File: config.mk
export PLATFORM = sky130hd
export DESIGN_NAME = stack_unit_flat
export DESIGN_NICKNAME = d
export VERILOG_FILES = /design/src/rtl/stack_unit_if.sv /design/src/rtl/stack_unit.sv /design/src/flat_wrapper.sv
export SDC_FILE = /design/constraint.sdc
export NUM_CORES = 1
export LEC_CHECK = 0
export BUFFER_PORTS_ARGS = -buffer_cell sky130_fd_sc_hd__clkbuf_2
export CORE_ASPECT_RATIO = 1.1
export CORE_MARGIN = 2
export CORE_UTILIZATION = 40
export DETAILED_ROUTE_END_ITERATION = 12
export PLACE_DENSITY = 0.52
export SYNTH_ARGS = -nofsm -noshare
export SYNTH_HDL_FRONTEND = slang
export SYNTH_SLANG_ARGS = --single-unit
File: constraint.sdc
create_clock -name clk -period 7.6 [get_ports clk]
set_clock_uncertainty 0.1 [all_clocks]
set_input_delay 1.52 -clock clk [delete_from_list [all_inputs] [get_ports clk]]
set_output_delay 1.52 -clock clk [all_outputs]
set_load 0.05 [all_outputs]
File: src/rtl/stack_unit_if.sv
// Request/response bundle between the decode stage and the hardware stack.
interface stack_unit_if #(
   parameter int DATA_W = 32,
   parameter int PTR_W  = 4
);
   logic              push;
   logic              pop;
   logic [DATA_W-1:0] push_data;
   logic              err_clr;
   logic [DATA_W-1:0] pop_data;
   logic              pop_valid;
   logic              full;
   logic              empty;
   logic [PTR_W:0]    count;
   logic              overflow;
   logic              underflow;
   logic              fault;

   modport master (
      output push, pop, push_data, err_clr,
      input  pop_data, pop_valid, full, empty, count, overflow, underflow, fault
   );

   modport slave (
      input  push, pop, push_data, err_clr,
      output pop_data, pop_valid, full, empty, count, overflow, underflow, fault
   );
endinterface

File: src/rtl/stack_unit.sv
// Hardware LIFO for PUSH/POP instructions with sticky error flags and a
// FAULT state that freezes the stack until err_clr.
//
// state | meaning
// RUN   | push/pop requests serviced
// FAULT | a request was refused; stack frozen until err_clr
module stack_unit #(
   parameter int DATA_W = 32,
   parameter int DEPTH  = 16,
   parameter int PTR_W  = 4
) (
   input logic          clk,
   input logic          rst,
   stack_unit_if.slave  bus
);
   typedef enum logic {RUN, FAULT} state_t;

   state_t            state;
   logic [PTR_W:0]    count;
   logic [DATA_W-1:0] pop_data;
   logic              pop_valid;
   logic              overflow;
   logic              underflow;
   logic [DATA_W-1:0] mem [DEPTH];

   logic              full_i;
   logic              empty_i;
   logic [PTR_W-1:0]  top_idx;
   logic [PTR_W-1:0]  wr_idx;
   logic              wr_en;

   assign full_i  = (count == (PTR_W+1)'(DEPTH));
   assign empty_i = (count == '0);
   // Wraps to DEPTH-1 when full, which is exactly the top entry.
   assign top_idx = count[PTR_W-1:0] - PTR_W'(1);

   // Simultaneous push+pop replaces the top; a plain push appends.
   always_comb begin
      wr_idx = count[PTR_W-1:0];
      wr_en  = 1'b0;
      if (rst && state == RUN && bus.push) begin
         if (bus.pop) begin
            wr_idx = top_idx;
            wr_en  = !empty_i;
         end else begin
            wr_en  = !full_i;
         end
      end
   end

   // Storage is deliberately not reset.
   always_ff @(posedge clk) begin
      if (wr_en)
         mem[wr_idx] <= bus.push_data;
   end

   // Control FSM, occupancy counter and registered outputs.
   always_ff @(posedge clk) begin
      if (!rst) begin
         state     <= RUN;
         count     <= '0;
         pop_data  <= '0;
         pop_valid <= 1'b0;
         overflow  <= 1'b0;
         underflow <= 1'b0;
      end else begin
         pop_valid <= 1'b0;
         case (state)
            RUN: begin
               if (bus.push && bus.pop) begin
                  pop_valid <= 1'b1;
                  if (empty_i)
                     pop_data <= bus.push_data;
                  else
                     pop_data <= mem[top_idx];
               end else if (bus.push) begin
                  if (full_i) begin
                     overflow <= 1'b1;
                     state    <= FAULT;
                  end else begin
                     count <= count + 1'b1;
                  end
               end else if (bus.pop) begin
                  if (empty_i) begin
                     underflow <= 1'b1;
                     state     <= FAULT;
                  end else begin
                     pop_data  <= mem[top_idx];
                     count     <= count - 1'b1;
                     pop_valid <= 1'b1;
                  end
               end
            end
            FAULT: begin
               if (bus.err_clr) begin
                  state     <= RUN;
                  overflow  <= 1'b0;
                  underflow <= 1'b0;
               end
            end
            default: state <= RUN;
         endcase
      end
   end

   assign bus.pop_data  = pop_data;
   assign bus.pop_valid = pop_valid;
   assign bus.full      = full_i;
   assign bus.empty     = empty_i;
   assign bus.count     = count;
   assign bus.overflow  = overflow;
   assign bus.underflow = underflow;
   assign bus.fault     = (state == FAULT);
endmodule

File: src/flat_wrapper.sv
// flat-port wrapper written by rule: the top's interface ports become plain ports
module stack_unit_flat 
#(
   parameter int DATA_W = 32,
   parameter int DEPTH  = 16,
   parameter int PTR_W  = 4
)
  (clk, rst, bus_push, bus_pop, bus_push_data, bus_err_clr, bus_pop_data, bus_pop_valid, bus_full, bus_empty, bus_count, bus_overflow, bus_underflow, bus_fault);
  stack_unit_if #(.DATA_W(DATA_W), .PTR_W(PTR_W)) bus_i ();
  input logic clk;
  input logic rst;
  input wire logic [$bits(bus_i.push)-1:0] bus_push;
  input wire logic [$bits(bus_i.pop)-1:0] bus_pop;
  input wire logic [$bits(bus_i.push_data)-1:0] bus_push_data;
  input wire logic [$bits(bus_i.err_clr)-1:0] bus_err_clr;
  output wire logic [$bits(bus_i.pop_data)-1:0] bus_pop_data;
  output wire logic [$bits(bus_i.pop_valid)-1:0] bus_pop_valid;
  output wire logic [$bits(bus_i.full)-1:0] bus_full;
  output wire logic [$bits(bus_i.empty)-1:0] bus_empty;
  output wire logic [$bits(bus_i.count)-1:0] bus_count;
  output wire logic [$bits(bus_i.overflow)-1:0] bus_overflow;
  output wire logic [$bits(bus_i.underflow)-1:0] bus_underflow;
  output wire logic [$bits(bus_i.fault)-1:0] bus_fault;
  assign bus_i.push = bus_push;
  assign bus_i.pop = bus_pop;
  assign bus_i.push_data = bus_push_data;
  assign bus_i.err_clr = bus_err_clr;
  assign bus_pop_data = bus_i.pop_data;
  assign bus_pop_valid = bus_i.pop_valid;
  assign bus_full = bus_i.full;
  assign bus_empty = bus_i.empty;
  assign bus_count = bus_i.count;
  assign bus_overflow = bus_i.overflow;
  assign bus_underflow = bus_i.underflow;
  assign bus_fault = bus_i.fault;
  stack_unit #(.DATA_W(DATA_W), .DEPTH(DEPTH), .PTR_W(PTR_W)) u_core (.clk(clk), .rst(rst), .bus(bus_i));
endmodule
==> flow_summary_export.csv <==
group,metric,value,unit
pwr,p_switching,3060,µW
clock_network,cts-htree-levels,2,
sta,min_period,4510,ps
sta,relSlewSlack,15.6,%
finish,area_growth,14.6,%
drt,postRouteAntennaNets,0,
global_route,grt_pass1_wl,72900,µm
floorplan,start_util,40.4,%
pwr,intPower,6170,µW
worst_setup_path,cp.buffers_inverters,2,
synthesis,yosys.area_share.simple,1.44,%
sta,finalSetupViolations,0,
clock_network,cts_sinks,553,
floorplan,dieArea,0.0559,mm²
synthesis,synthCells,1005,
worst_setup_path,cpMaxStageDelayCell,"or2_2",
clock_network,clk_pin_slew,60,ps
run,drv_cap,0,
finish,final_cells,1880,
sta,rsz0062_at_grt,"false",
finish,n_fill_cell,4516,
clock_network,cts_buffers,56,
global_route,grt_pass1_vias,10900,
finish,diodes,0,
drt,drc_errors,0,
clock_network,cts_resized,0,
synthesis,synth_nets,1048,
finish,multi_input_area,0.00526,mm²
finish,final_layout_size_suffix_gt1_share,32.1,%
global_route,grt_max_degree,129,
sta,clock.fmax,222,MHz
sta,finalSetupTns,0,ps
pwr,p_leak,0.00822,µW
worst_setup_path,crit_family,"simple AND/OR/NAND/NOR gates",
pwr,sw_frac_of_total,33.1,%
synthesis,synth_edf_count,512,
synthesis,synth_fa_ha_area_share,0.382,%
worst_setup_path,cp_data_required_time,7990,ps
outcome,status,"finished, final reports clean",
placed_design,dp_cells,1774,
clock_network,ctsHoldBuffers,0,
synthesis,synthMuxAreaShare,16.4,%
finish,mostFrequentLayoutCells,"edfxtp_1 (512), mux4_2 (128), clkbuf_2 (79)",
worst_setup_path,crit_chain,"inv_1, ha_4, or4b_1, nor3_4, buf_4, or2_2, o221ai_1, o211a_1",
floorplan,core,0.0536,mm²
floorplan,die_w,226,µm
clock_network,postCtsSetupBuffers,0,
synthesis,yosysUniqueCellTypes,46,
pwr,cellPowerDensity,372,mW/mm²
finish,final_util,46.3,%
floorplan,io_pins,80,
sta,tightest_slew,1270,ps
pwr,vdd_ir_drop_max,0.354,mV
synthesis,synth_compound_area_share,5.04,%
sta,finalHoldViolations,0,
pwr,pwr-share-clk,29.1,%
drt,drtPass1Iterations,5,
worst_setup_path,start_kind,"register",
hold_path,hp-class,"reg -> reg",
synthesis,synth_top_family_by_area,"multiplexers",
worst_setup_path,max_stage_delay,1020,ps
worst_setup_path,cp_max_fo,39,
pwr,seq_power_share,39.4,%
finish,layout.nets,1147,
global_route,track_usage,18.0,%
worst_setup_path,end_kind,"register",
global_route,antenna_found_initial,1,
placed_design,gp_congestion,0.745,
synthesis,synth-seq-cells,553,
clock_network,cts_buffer_depth,3,
drt,viasPerCell,5.49,
placed_design,port_buffers,79,
synthesis,avgSynthCellArea,21.5,µm²
pwr,combPwrFrac,31.5,%
sta,slew_viol_final,0,
clock_network,clock_latency,600,ps
global_route,overflow,0,
finish,register_area,0.0162,mm²
drt,via_count,10300,
clock_network,cts_tree,"yes",
sta,fin_crit_sh,59.3,%
synthesis,ys_seq_area_share,74.9,%
floorplan,num_rows,89,
drt,drt_iter0_markers,720,
clock_network,cts-root-buf,"clkbuf_16",
synthesis,ys.flop_type,"edfxtp_1",
placed_design,place_hpwl,25700,µm
synthesis,ys_async_sr_fraction,0,%
drt,wl,48600,µm
floorplan,die_h,248,µm
finish,mostFrequentLayoutCell,"edfxtp_1",
synthesis,synth_xor_area_share,0.283,%
worst_setup_path,arrival,4900,ps
synthesis,yosysWarningCount,0,
drt,wl_per_cell,25.8,µm
synthesis,syn-cell-area,0.0216,mm²
worst_setup_path,worstSetupPathType,"reg -> reg",
[stage by stage]
stage          worst slack [ps]  hold WS, ps  instance area [µm²]  total power (µW)
2_1_floorplan              2760          632                21600              5870
3_3_place_gp               2780          404                23000              6660
3_5_place_dp               2750          417                23000              6670
4_1_cts                    3030          435                24800              9370
5_1_grt                    2850          451                24800              9640
6_report                   3090          430                24800              9230
[sequential cells by signal, summed over array words and instances (netlist names)]
signal                count
u_core.bus.overflow       1
u_core.bus.count          5
u_core.bus.pop_valid      1
u_core.bus.pop_data      32
u_core.bus.fault          1
u_core.mem              512
u_core.bus.underflow      1
[cell usage after synthesis (6+ instances only)]
cell,number,share of area [%]
edfxtp_1,512,71
clkbuf_1,25,0.43
nor2b_1,6,0.17
nor2_1,20,0.35
buf_2,28,0.65
mux4_2,128,13
dfxtp_1,41,3.8
o211a_1,32,1.5
nand2_1,9,0.16
o221ai_2,30,2.1
xnor2_1,6,0.24
mux2i_1,67,3.1
a21oi_1,39,0.90
[final timing paths]
| path | slack [ps] | from | cells after the start | endpoint |
|---|---|---|---|---|
| max reg2reg | 3090 | u_core.bus.count[0] | 8 | u_core.bus.pop_data[6] |
| min | 430 | u_core.bus.pop_data[16] | 1 | u_core.bus.pop_data[16] |
| max | 3090 | u_core.bus.count[0] | 8 | u_core.bus.pop_data[6] |
| min reg2reg | 430 | u_core.bus.pop_data[16] | 1 | u_core.bus.pop_data[16] |
[per-layer routing]
layer	GRT usage [%]	part of all wire, %	wire [µm]	vias up
li1	-	-	-	4443
met1	24.7	44	21200	5583
met2	30.2	50	24400	233
met3	2.90	4.3	2090	61
met4	4.36	1.7	837	0
met5	0	0	0	-
[power by group through the flow]
| stage | sequential (µW) | clock [µW] | combinational (µW) |
|---|---|---|---|
| 2_1_floorplan | 3870 | 0 | 2000 |
| 3_3_place_gp | 3710 | 0 | 2950 |
| 3_5_place_dp | 3710 | 0 | 2960 |
| 4_1_cts | 3650 | 2760 | 2970 |
| 5_1_grt | 3660 | 2870 | 3110 |
| 6_report | 3640 | 2680 | 2910 |
[layout make-up]
type	count	share of cell area, %
Sequential cell	553	65.4
Clock buffer	83	6.27
Clock inverter	23	0.924
Timing Repair Buffer	104	2.45
Inverter	6	0.0909
Multi-Input combinational cell	383	21.2
Tap cell	728	3.68
[kinds of logic after synthesis]
family,after synthesis
flip-flops,553
multiplexers,195
AO/OA/AOI/OAI,118
buffers and inverters,69
AND/OR/NAND/NOR,57
XOR/XNOR,7
adder cells (fa/ha/maj),6
Power figures use the tool's default switching activity.
